<file path="src/rtl/imem_fetch_ctrl.sv">
`default_nettype none
// ============================================================================
// Module   : imem_fetch_ctrl
// Purpose  : Instruction fetch controller. It walks a 6-bit word address
//            through an instruction ROM that answers in the same cycle. Each
//            fetched word is buffered, together with its address, in a small
//            prefetch FIFO. The consumer drains that FIFO through a
//            valid/ready handshake. A redirect flushes the FIFO and restarts
//            fetching at a new address.
//
// Optional : IMEM_FETCH_HALT_ON_ZERO_EN
//            When this macro is defined, an all-zero fetched word marks the
//            end of the program. That word is not queued, fetching freezes,
//            and done rises once the FIFO has drained. Only a redirect or a
//            reset leaves the END state. When the macro is undefined, zero
//            words are ordinary instructions and done is tied low.
//
// Parameters:
//   N             instruction width in bits
//   DEPTH         prefetch FIFO entries (2 or 4)
//
// Ports:
//   clk           rising-edge clock
//   reset         asynchronous active-low reset
//   imem_addr     word address to the ROM (always equals fetch_pc)
//   imem_q        ROM data for imem_addr, same cycle
//   redirect      branch/jump request; flushes and reloads fetch_pc
//   redirect_addr target word address for redirect
//   instr_valid   FIFO head holds an instruction
//   instr_ready   consumer accepts the head this cycle
//   instr         instruction at FIFO head (zero when empty)
//   instr_pc      word address of instr (zero when empty)
//   done          program end reached and FIFO drained
//
// Revision : 1.0 - initial release
// ============================================================================
module imem_fetch_ctrl #(
    parameter int N     = 32,
    parameter int DEPTH = 2
) (
    input  logic         clk,
    input  logic         reset,
    output logic [5:0]   imem_addr,
    input  logic [N-1:0] imem_q,
    input  logic         redirect,
    input  logic [5:0]   redirect_addr,
    output logic         instr_valid,
    input  logic         instr_ready,
    output logic [N-1:0] instr,
    output logic [5:0]   instr_pc,
    output logic         done
);

    // Legal depths are 2 and 4. Both are powers of two, so the read and
    // write pointers wrap on their own without any compare logic.
    localparam int PW = (DEPTH > 2) ? 2 : 1;
    localparam int CW = PW + 1;
    localparam logic [CW-1:0] DEPTH_C = CW'(DEPTH);

    typedef enum logic [1:0] {
        ST_FETCH = 2'd0,
        ST_STALL = 2'd1,
        ST_END   = 2'd2
    } state_t;

    state_t        state;
    state_t        state_nxt;
    logic [5:0]    fetch_pc;
    logic [CW-1:0] count;
    logic [CW-1:0] count_nxt;
    logic [PW-1:0] rd_ptr;
    logic [PW-1:0] wr_ptr;

    logic [N-1:0]  mem_instr [DEPTH];
    logic [5:0]    mem_pc    [DEPTH];

    logic          pop;
    logic          room;
    logic          fetch_en;
    logic          halt_hit;
    logic          push;

    // ------------------------------------------------------------------------
    // Handshake and fetch qualification
    // ------------------------------------------------------------------------
    always_comb begin
        pop      = (count != '0) && instr_ready;
        // A full FIFO can still take a word when the head leaves this cycle.
        room     = (count < DEPTH_C) || pop;
        fetch_en = (state != ST_END) && room;
`ifdef IMEM_FETCH_HALT_ON_ZERO_EN
        // A zero word is only treated as the end marker when it would
        // actually have been accepted. A word that is still waiting behind
        // a full FIFO has not been fetched yet.
        halt_hit = fetch_en && (imem_q == '0);
`else
        halt_hit = 1'b0;
`endif
        // Redirect wins over everything: the word read this cycle belongs
        // to the abandoned path.
        push     = fetch_en && !halt_hit && !redirect;
    end

    // ------------------------------------------------------------------------
    // Occupancy and state: next-state logic
    // ------------------------------------------------------------------------
    always_comb begin
        count_nxt = count;
        state_nxt = state;

        if (redirect) begin
            count_nxt = '0;
        end else if (push && !pop) begin
            count_nxt = count + CW'(1);
        end else if (pop && !push) begin
            count_nxt = count - CW'(1);
        end

        if (redirect) begin
            state_nxt = ST_FETCH;
        end else if (state == ST_END || halt_hit) begin
            state_nxt = ST_END;
        end else if (count_nxt == DEPTH_C) begin
            // The FIFO is full going into the next cycle. Fetch holds unless
            // the consumer pops.
            state_nxt = ST_STALL;
        end else begin
            state_nxt = ST_FETCH;
        end
    end

    always_ff @(posedge clk or negedge reset) begin
        if (!reset) begin
            state <= ST_FETCH;
        end else begin
            state <= state_nxt;
        end
    end

    // ------------------------------------------------------------------------
    // Fetch pointer and FIFO control
    // ------------------------------------------------------------------------
    always_ff @(posedge clk or negedge reset) begin
        if (!reset) begin
            fetch_pc <= 6'd0;
            count    <= '0;
            rd_ptr   <= '0;
            wr_ptr   <= '0;
        end else begin
            count <= count_nxt;
            if (redirect) begin
                // Any handshake this cycle has already completed on the
                // consumer side. Everything left in the FIFO is discarded.
                fetch_pc <= redirect_addr;
                rd_ptr   <= '0;
                wr_ptr   <= '0;
            end else begin
                if (push) begin
                    wr_ptr   <= wr_ptr + PW'(1);
                    // The 6-bit add wraps 63 -> 0 naturally.
                    fetch_pc <= fetch_pc + 6'd1;
                end
                if (pop) begin
                    rd_ptr <= rd_ptr + PW'(1);
                end
            end
        end
    end

    // FIFO storage needs no reset. Its contents are never visible unless
    // count says the entry is live.
    always_ff @(posedge clk) begin
        if (push) begin
            mem_instr[wr_ptr] <= imem_q;
            mem_pc[wr_ptr]    <= fetch_pc;
        end
    end

    // ------------------------------------------------------------------------
    // Outputs
    // ------------------------------------------------------------------------
    assign imem_addr   = fetch_pc;
    assign instr_valid = (count != '0);
    assign instr       = instr_valid ? mem_instr[rd_ptr] : '0;
    assign instr_pc    = instr_valid ? mem_pc[rd_ptr]    : 6'd0;

`ifdef IMEM_FETCH_HALT_ON_ZERO_EN
    assign done = (state == ST_END) && (count == '0);
`else
    assign done = 1'b0;
`endif

endmodule

`default_nettype wire

</file>
<file path="config.mk">
export PLATFORM = sky130hd
export DESIGN_NAME = imem_fetch_ctrl
export DESIGN_NICKNAME = d
export VERILOG_FILES = /design/src/rtl/imem_fetch_ctrl.sv
export SDC_FILE = /design/constraint.sdc
export NUM_CORES = 1
export LEC_CHECK = 0
export BUFFER_PORTS_ARGS = -buffer_cell sky130_fd_sc_hd__buf_2
export CORE_MARGIN = 2
export CORE_UTILIZATION = 47
export DETAILED_ROUTE_END_ITERATION = 6
export HOLD_SLACK_MARGIN = 0.05
export PLACE_DENSITY = 0.72
export SETUP_SLACK_MARGIN = 0.1
export SLEW_MARGIN = 40
export SYNTH_ARGS = -nofsm -noshare
export SYNTH_HDL_FRONTEND = slang
export SYNTH_SLANG_ARGS = --single-unit
</file>
<file path="constraint.sdc">
create_clock -name clk -period 4.5 [get_ports clk]
set_clock_uncertainty 0.15 [all_clocks]
set_input_delay 0.45 -clock clk [delete_from_list [all_inputs] [get_ports clk]]
set_output_delay 0.45 -clock clk [all_outputs]
set_load 0.05 [all_outputs]
</file>
==> key figures, run 1 <==
Status
  – Status: complete, no violations

Final layout
  – N_diodes: 0
  – Area Overhead vs Synth: 21.55%
  – Non-Filler Instances: roughly 420
  – Commonest non-fill, non-tap cell in the layout: buf_2
  – Commonest non-fill, non-tap cells in the layout: buf_2, edfxtp_1, nor2_1, mux2i_1, dfrtp_1
  – Share of layout cells above drive strength 1: 34.15%
  – Nets: about 360
  – Fillers: approximately 600
  – Storage element area: about 2600 um^2
  – Final Instance Area: 4305 um^2
  – Multi-input gate area: approximately 890 um^2

GRT
  – GRT Total Usage: approximately 15%
  – Total gr overflow: 0
  – First-pass GRT wire length: ~9400 um
  – Largest net degree at the start of global routing: 40
  – Number of global-route vias before repair: 1,942
  – Initial antenna violation count: 0

Worst setup path
  – R2R Setup Slk: approximately 1.8 ns
  – CP Capture Type: register
  – Crit path required time: approximately 4.4 ns
  – Crit path kind: register to register
  – Critical path arrival: 2.58 ns
  – Worst Setup Start Kind: register
  – Worst Path Max Fanout: 24

Drt
  – DR DRC count: 0
  – First drt pass iteration count: 4
  – DR WL/cell: 14.38 um
  – DRT Wirelength: 6096 um
  – Antenna Nets Post-Route: 0
  – Initial drt markers: around 120
  – Via count: ~2,100
  – Via/cell ratio: 4.929

Timing
  – Setup Viol. Count Final: 0
  – Hold Vio Cnt, Final: 0
  – Setup tns final: 0 ns
  – Fmax: between 0.3 and 0.4 GHz
  – Min Hold Slack: between 0.1 and 0.15 ns
  – Worst slew margin: a little over half
  – Final min period: 2.684 ns
  – Final period util: between 50 and 60%
  – Worst slew pin tran: between 0.7 and 0.8 ns
  – RSZ-0062 raised after global routing: false
  – Final Max Tran Viols: 0

CTS
  – Worst-case clock buffer depth: 2
  – Root buf cell: clkbuf_8
  – H-Tree Level Count: 3
  – Setup bufs post-CTS: 0
  – Worst-path clk slew: ~0.080 ns
  – Clock sink count: 88
  – CTS tree: yes
  – Worst-skew pair later-pin latency: ~0.34 ns
  – TritonCTS Buffers: 9

Floorplan
  – Core ar.: around 7300 um^2
  – # rows: 31
  – Initial Util: between 40 and 50%
  – Width of the chip: just over 90 um
  – Die area: about 8000 um^2
  – Die extent in y: just over 90 um
  – Ports: 88

Synth
  – Area contributors post-synth: edfxtp_1, mux2i_1, dfrtp_1
  – Top FF cell, synth: edfxtp_1
  – Post-synth EDFFs: 76
  – Yosys reg bits: 88
  – Post-synth net total: between 200 and 300
  – Yosys top cell by area: edfxtp_1
  – Post-synth ARST share: a little over an eighth
  – Synth top area share: ~64%
  – Ys Warns: 0
  – Post-Syn Area: 3542 um^2
  – Gate Count Post-Synth: approximately 230
  – Post-synth cell types: 36
  – Sequential element share of the synthesized area: between 70 and 80%
  – Avg Cell Area, Syn: between 15 and 20 um^2

Pwr
  – Peak VDD IR: 313.1 uV
  – Pwr Density: ~750 nW/um^2
  – Leakage: between 1.5 and 2 nW
  – Post-layout power: ~3.2 mW

Min path
  – Hold Crit Class: input pin to register

Place
  – Placed inst area: between 4000 and 5000 um^2
  – Port bufs: between 80 and 90
  – GPL Wtd Cong: around 0.8
  – HPWL after DPL: 3892 um
  – Cell count after placement: between 400 and 500

Run
  – MaxCap Viol Count: 0
[power breakdown]
part / internal (mW) / total (mW) / switching (mW)
Sequential: 1.10 / 1.24 / 0.135
Clock: 0.310 / 0.563 / 0.253
Combinational: 0.375 / 1.43 / 1.05
[metrics by stage]
step	util [%]	setup slack [ns]
after floorplan	-	1.085
after global placement	55.75	1.739
after detailed placement	55.82	1.635
after CTS	58.85	1.610
after global routing	59.04	1.667
final	59.04	1.816
[state kept, by name, indices dropped and copies added (netlist names)]
register,count
count,2
imem_addr,6
mem_instr,64
mem_pc,12
rd_ptr,1
state,2
wr_ptr,1
[worst max-delay path: stages (launching register included)]
cell	delay, ns
dfrtp_1	0.52
inv_1	0.13
ha_1	0.21
nand2b_4	0.20
a21oi_2	0.33
nor3b_4	0.38
clkbuf_8	0.27
buf_12	0.19
[cell usage after synthesis (2+ instances only)]
| cell type | instances |
|---|---|
| a211oi_2 | 2 |
| buf_2 | 4 |
| nor3_1 | 2 |
| nand3_1 | 2 |
| inv_1 | 3 |
| edfxtp_1 | 76 |
| nand2_1 | 7 |
| ha_1 | 2 |
| nor2_1 | 43 |
| clkbuf_1 | 7 |
| a211oi_1 | 2 |
| dfrtp_1 | 12 |
| xnor2_1 | 4 |
| buf_4 | 2 |
| mux2i_1 | 40 |
| xor2_1 | 2 |
| o21ai_1 | 4 |
[final cells by class]
class,instances,area share [%]
Timing Repair Buffer,90,11.19
Inverter,4,0.3487
Tap cell,99,2.877
Multi-Input combinational cell,127,20.60
Sequential cell,88,60.07
Clock inverter,6,1.947
Clock buffer,10,2.964
[per-layer routing]
metal | vias to the layer above | track usage (%) | wire (um)
met4 | 0 | 6.818 | 105
met5 | - | 0 | 0
met2 | 67 | 23.38 | 2873
li1 | 1017 | - | -
met1 | 996 | 19.97 | 2743
met3 | 10 | 4.591 | 373
[timing repair]
action                                 CTS  global route
gates resized for setup                  0             0
endpoints found under the hold margin   12             0
hold buffers                             1             0
[path summary, 6_finish.rpt]
kind,from,cells past startpoint,endpoint
min in group asynchronous,reset,2,count[0]
worst min-delay path,imem_q[23],1,mem_instr[1][23]
worst max-delay path,count[1],7,mem_instr[0][22]
worst max register to register,count[1],7,mem_instr[0][22]
worst min register to register,imem_addr[5],0,mem_pc[1][5]
max in group asynchronous,reset,2,rd_ptr
[cell families (layout without fill, tap and decap cells)]
group,count (synthesis),after routing,synth area share [%]
simple gates,63,63,7.807
buf+inv,18,110,2.473
xor+xnor,6,6,1.484
compound gates,14,14,2.896
other cells,1,1,0.1059
fa+ha+maj,2,2,0.7064
flops,88,88,72.91
mux,41,41,11.62
Note: power is estimated with default switching activity, not from simulation.
==> inputs of run 2 (changes only) <==
- CORE_UTILIZATION: 47 -> 53
- PLACE_DENSITY: 0.72 -> 0.76
- clock period: 4.5 -> 2.81 ns (I/O delays scaled with it)
==> run 2 against run 1 <==
Effect of this change:
- the run now ends with design-rule violations left
- count of clock-buffer cells in the layout is 1 lower
- highest routed layer unchanged
- die area is 11% lower
- sequential cell count stayed put
- clock power is 34% higher
==> key figures, run 2 (same netlist as run 1, synthesis figures left out) <==
GRT
  – First-pass GRT wire length: 10,980 um (+16%)
  – Largest net degree at the start of global routing: 40 (unchanged)
  – Total gr overflow: 0 (unchanged)
  – GRT Total Usage: 20.04% (+4.9 points)
  – Initial antenna violation count: 0 (unchanged)
  – Number of global-route vias before repair: 2,330 (+20%)

Timing
  – Final period util: 83.87% (+24 points)
  – Setup tns final: 0 ns (unchanged)
  – Hold Vio Cnt, Final: 0 (unchanged)
  – RSZ-0062 raised after global routing: false
  – Setup Viol. Count Final: 0 (unchanged)
  – Fmax: 0.4243 GHz (+14%)
  – Final Max Tran Viols: 0 (unchanged)
  – Final min period: 2.357 ns (-0.3272 ns)

Worst setup path
  – CP Cell Sequence: inv_4 > ha_4 > nand2b_4 > a21oi_4 > and3b_2 > buf_12
  – Crit path required time: 2.70 ns (-1.70 ns)
  – Critical path arrival: 2.25 ns (-0.33 ns)
  – Worst path slowest cell: dfrtp_1
  – Worst Setup Start Kind: register
  – CP top delay family: simple AND/OR/NAND/NOR gates
  – Reg2reg start: count[1]
  – CP startpoint: count[1]
  – CP Capture Type: register
  – Worst Path Buf+Inv: 2 (-1)
  – Slowest Stage Delay on Critical Path: 0.59 ns (+0.07 ns)
  – Worst Path Max Fanout: 28 (+17%)
  – Crit path kind: register to register

Floorplan
  – Initial Util: 55.15% (+6.6 points)
  – Width of the chip: 85.75 um (-5.6%)
  – Core ar.: 6422 um^2 (-12%)
  – Die area: 7353 um^2 (-11%)
  – # rows: 29 (-6.5%)
  – Die extent in y: 85.75 um (-5.6%)
  – Ports: 88 (unchanged)

Drt
  – First drt pass iteration count: 7 (+3)
  – DR WL/cell: 15.87 um (+10%)
  – DR DRC count: 9 (+9)
  – Antenna Nets Post-Route: 0 (unchanged)
  – WL met1: 2937 um (+7.1%)
  – Via count: 2,248 (+7.6%)
  – Top sig layer: met4
  – Via/cell ratio: 5.086 (+3.2%)
  – Met2 routed WL: 3659 um (+27%)
  – Met3 routed WL: 305 um (-18%)
  – Initial drt markers: 147 (+27%)
  – DRT Wirelength: 7015 um (+15%)

CTS
  – Root buf cell: clkbuf_8
  – Worst-path clk slew: 0.08 ns (about the same)
  – Worst-skew pair later-pin latency: 0.33 ns (about the same)
  – Setup bufs post-CTS: 0 (unchanged)
  – TritonCTS Buffers: 9 (unchanged)
  – H-Tree Level Count: 3 (unchanged)
  – Worst-case clock buffer depth: 2 (unchanged)
  – Clock sink count: 88 (unchanged)
  – CTS tree: yes

Min path
  – Min-delay src: redirect
  – Hold Crit Class: input pin to register

Pwr
  – Peak VDD IR: 553.1 uV (+77%)
  – Pwr Density: 1103 nW/um^2 (+47%)
  – Leakage: 1.854 nW (+9.5%)

Final layout
  – Largest register by flop count: mem_instr
  – Max FFs per register: 64 (unchanged)
  – Commonest non-fill, non-tap cells in the layout: buf_2, edfxtp_1, nor2_1, mux2i_1, dlygate4sd3_1
  – Fillers: 429 (-27%)
  – Share of layout cells above drive strength 1: 32.05% (-2.1 points)
  – Area Overhead vs Synth: 31.79%
  – N_diodes: 0 (unchanged)
  – Storage element area: 2584 um^2 (about the same)
  – Nets: 404 (+11%)
  – Multi-input gate area: 904.6 um^2 (+2.0%)
  – Non-Filler Instances: 442 (+4.2%)
  – Commonest non-fill, non-tap cell in the layout: buf_2

Place
  – Port bufs: 86 (unchanged)
  – Cell count after placement: 387 (-4.7%)
  – GPL Wtd Cong: 0.7462 (-6.5%)
  – HPWL after DPL: 4243 um (+9.0%)

Run
  – MaxCap Viol Count: 0 (unchanged)

Status
  – Status: finished with violations
  – Failing checks: design-rule violations
==> run 2: power by group <==
group          internal [mW]  total (mW)  switching (mW)  leakage, nW
sequential              1.76        1.91           0.152        0.855
clock                  0.321       0.757           0.435       0.0835
combinational          0.680        2.48            1.80        0.916
total                   2.76        5.15            2.38         1.85
==> run 2: area by class of cell <==
cell class	count	share of cell area [%]
clock buffers	9	2.653
clock inverters	7	0.9917
inverters	4	0.3752
multi-input cells	127	19.38
flip-flops and latches	88	55.35
well taps	77	2.064
repair buffers	130	19.19
==> run 2: worst paths after layout <==
check | slack [ns] | cells after the start | endpoint
worst min register to register | 0.38 | 0 | mem_pc[1][5]
max in group asynchronous | 2.06 | 2 | rd_ptr
worst max register to register | 0.45 | 6 | mem_pc[1][2]
worst max-delay path | 0.45 | 6 | mem_pc[1][2]
worst min-delay path | 0.19 | 2 | rd_ptr
min in group asynchronous | 0.21 | 2 | imem_addr[5]
==> run 2: timing repair <==
action,in CTS,in global routing
hold buffers,39,0
gates resized for setup,0,0
endpoints found under the hold margin,82,0
setup endpoints to repair,0,0
==> run 2: per-layer routing <==
layer | track usage (%) | up-vias
met5 | 0 | -
met4 | 7.215 | 0
met3 | 4.524 | 10
met2 | 34.87 | 66
met1 | 24.70 | 1075
li1 | - | 1097
==> run 2: stage by stage <==
stage / power, mW / util, % / hold slack (ns) / setup slack, ns / cell area (um^2)
global route: 5.399 / 72.69 / 0.1997 / 0.3375 / 4668
detailed placement: 4.386 / 63.96 / 0.03361 / 0.4582 / 4108
floorplan: 3.830 / - / -0.1646 / 0.08917 / 3582
global placement: 4.329 / 63.96 / 0.02780 / 0.5262 / 4108
finish: 5.149 / 72.69 / 0.1871 / 0.4531 / 4668
CTS: 5.184 / 72.69 / 0.1812 / 0.4396 / 4668
==> inputs of run 3 (changes only) <==
- clock period: 2.81 -> 2.2 ns (I/O delays scaled with it)
==> run 3 against run 2 <==
Effect of this change:
- the run still ends with design-rule violations left
- non-clock buffer count is 10 higher
- maximum frequency is 15% higher
- total power is 36% higher
- count of clock-buffer cells in the layout is 1 higher
- worst hold slack worse by 0.059 ns
- first-iteration DRC count is 2.0% lower
- final area is 3.8% higher
- die area stayed put
- critical endpoint is now mem_pc[0][4]
- highest routed layer unchanged
==> key figures, run 3 (same netlist as run 1, synthesis figures left out) <==
Status
  – Status: finished with violations
  – Failing checks: design-rule violations

Worst setup path
  – Crit path required time: 2.11 ns (-0.59 ns)
  – Worst Setup Start Kind: register
  – CP Capture Type: register
  – Crit path kind: register to register
  – Slowest Stage Delay on Critical Path: 0.36 ns (-0.23 ns)
  – CP Cell Sequence: inv_1 > ha_4 > nand2b_4 > a21oi_4 > nor3b_4 > buf_4 > clkbuf_16
  – CP top delay family: simple AND/OR/NAND/NOR gates
  – Worst Path Max Fanout: 13 (-54%)
  – Worst Path Buf+Inv: 3 (+1)
  – Worst path slowest cell: dfrtp_1
  – Critical path arrival: 1.97 ns (-0.28 ns)

Drt
  – Via count: 2,358 (+4.9%)
  – DRT Wirelength: 7206 um (+2.7%)
  – First drt pass iteration count: 7 (unchanged)
  – DR WL/cell: 15.91 um (+0.23%)
  – DR DRC count: 14 (+5)
  – Via/cell ratio: 5.205 (+2.3%)
  – Initial drt markers: 144 (-2.0%)
  – Antenna Nets Post-Route: 0 (unchanged)

Timing
  – Final min period: 2.058 ns (-0.2991 ns)
  – Final Max Tran Viols: 0 (unchanged)
  – Fmax: 0.4860 GHz (+15%)
  – Hold Vio Cnt, Final: 0 (unchanged)
  – Min Hold Slack: 0.1278 ns (-0.05936 ns)
  – RSZ-0062 raised after global routing: false
  – Final WS setup: 0.1423 ns (-0.3109 ns)
  – Final period util: 93.53% (+9.7 points)
  – Setup Viol. Count Final: 0 (unchanged)

Final layout
  – Area Overhead vs Synth: 36.74%
  – Largest register by flop count: mem_instr
  – Share of layout cells above drive strength 1: 35.73% (+3.7 points)
  – Max FFs per register: 64 (unchanged)
  – Multi-input gate area: 927.1 um^2 (+2.5%)
  – Non-Filler Instances: 453 (+2.5%)
  – Fillers: 383 (-11%)
  – Final Instance Area: 4843 um^2 (+3.8%)
  – Commonest non-fill, non-tap cell in the layout: buf_2
  – Nets: 414 (+2.5%)
  – Commonest non-fill, non-tap cells in the layout: buf_2, edfxtp_1, mux2i_1, dlygate4sd3_1, nor2_1
  – Storage element area: 2584 um^2 (unchanged)

Floorplan
  – Die area: 7353 um^2 (unchanged)
  – Die extent in y: 85.75 um (unchanged)
  – Initial Util: 55.15% (unchanged)
  – Ports: 88 (unchanged)
  – Width of the chip: 85.75 um (unchanged)
  – # rows: 29 (unchanged)
  – Core ar.: 6422 um^2 (unchanged)

CTS
  – Root buf cell: clkbuf_8
  – H-Tree Level Count: 3 (unchanged)
  – Worst-case clock buffer depth: 2 (unchanged)
  – Worst-path clk slew: 0.08 ns (about the same)
  – Clock sink count: 88 (unchanged)
  – CTS tree: yes
  – TritonCTS Buffers: 9 (unchanged)
  – Worst-skew pair later-pin latency: 0.34 ns (about the same)

Run
  – MaxCap Viol Count: 0 (unchanged)

Place
  – Placed inst area: 4133 um^2 (+0.61%)
  – Cell count after placement: 389 (+0.52%)
  – Setup Slack @ Placement: 0.1344 ns (-0.3238 ns)
  – Port bufs: 86 (unchanged)
  – HPWL after DPL: 4243 um (about the same)
  – GPL Wtd Cong: 0.8185 (+9.7%)

GRT
  – First-pass GRT wire length: 10,740 um (-2.2%)
  – Number of global-route vias before repair: 2,390 (+2.6%)
  – GRT Total Usage: 19.48% (-0.56 points)
  – Initial antenna violation count: 0 (unchanged)
  – Total gr overflow: 0 (unchanged)
  – Largest net degree at the start of global routing: 40 (unchanged)

Min path
  – Hold Crit Class: input pin to register

Pwr
  – Pwr Density: 1444 nW/um^2 (+31%)
  – Peak VDD IR: 1019 uV (+84%)
  – Post-layout power: 6.994 mW (+36%)
  – Leakage: 1.935 nW (+4.4%)
[run 3: what timing repair did]
action / in CTS / in global routing
endpoints found under the hold margin: 82 / 0
hold buffers: 39 / 0
pin swaps: 0 / 1
resized for setup: 1 / 2
setup endpoints to repair: 36 / 97
gates cloned: 0 / 2
setup buffers: 0 / 6
[run 3: per-layer routing]
| layer | vias to the layer above | GRT usage, % | wire length (um) |
|---|---|---|---|
| li1 | 1112 | - | - |
| met1 | 1161 | 22.91 | 2923 |
| met2 | 73 | 34.52 | 3800 |
| met3 | 12 | 4.524 | 343 |
| met4 | 0 | 7.937 | 140 |
| met5 | - | 0 | 0 |
[run 3: metrics by stage]
| step | utilization (%) | TNS (ns) |
|---|---|---|
| finish | 75.41 | 0 |
| detailed placement | 64.35 | 0 |
| global route | 75.38 | 0 |
| global placement | 64.35 | 0 |
| floorplan | - | -21.63 |
| CTS | 73.78 | 0 |
[run 3: where the power goes]
group / total [mW] / internal [mW] / switching (mW)
clock network: 1.17 / 0.635 / 0.531
registers: 2.41 / 2.25 / 0.156
logic: 3.42 / 1.02 / 2.40
[run 3: worst paths after layout]
kind	from	to	slack, ns	depth (start not counted)
worst max-delay path	count[0]	mem_pc[0][4]	0.14	7
worst min-delay path	redirect	wr_ptr	0.13	2
worst max register to register	count[0]	mem_pc[0][4]	0.14	7
worst min register to register	imem_addr[5]	mem_pc[1][5]	0.38	0
max in group asynchronous	reset	rd_ptr	1.50	2
min in group asynchronous	reset	imem_addr[5]	0.15	2
[run 3: area by class of cell]
| cell class | count | area share (%) |
|---|---|---|
| Clock buffer | 10 | 2.635 |
| Clock inverter | 6 | 1.731 |
| Inverter | 4 | 0.3617 |
| Tap cell | 77 | 1.989 |
| Antenna cell | 1 | 0.05167 |
| Multi-Input combinational cell | 127 | 19.14 |
| Timing Repair Buffer | 140 | 20.74 |
| Sequential cell | 88 | 53.35 |
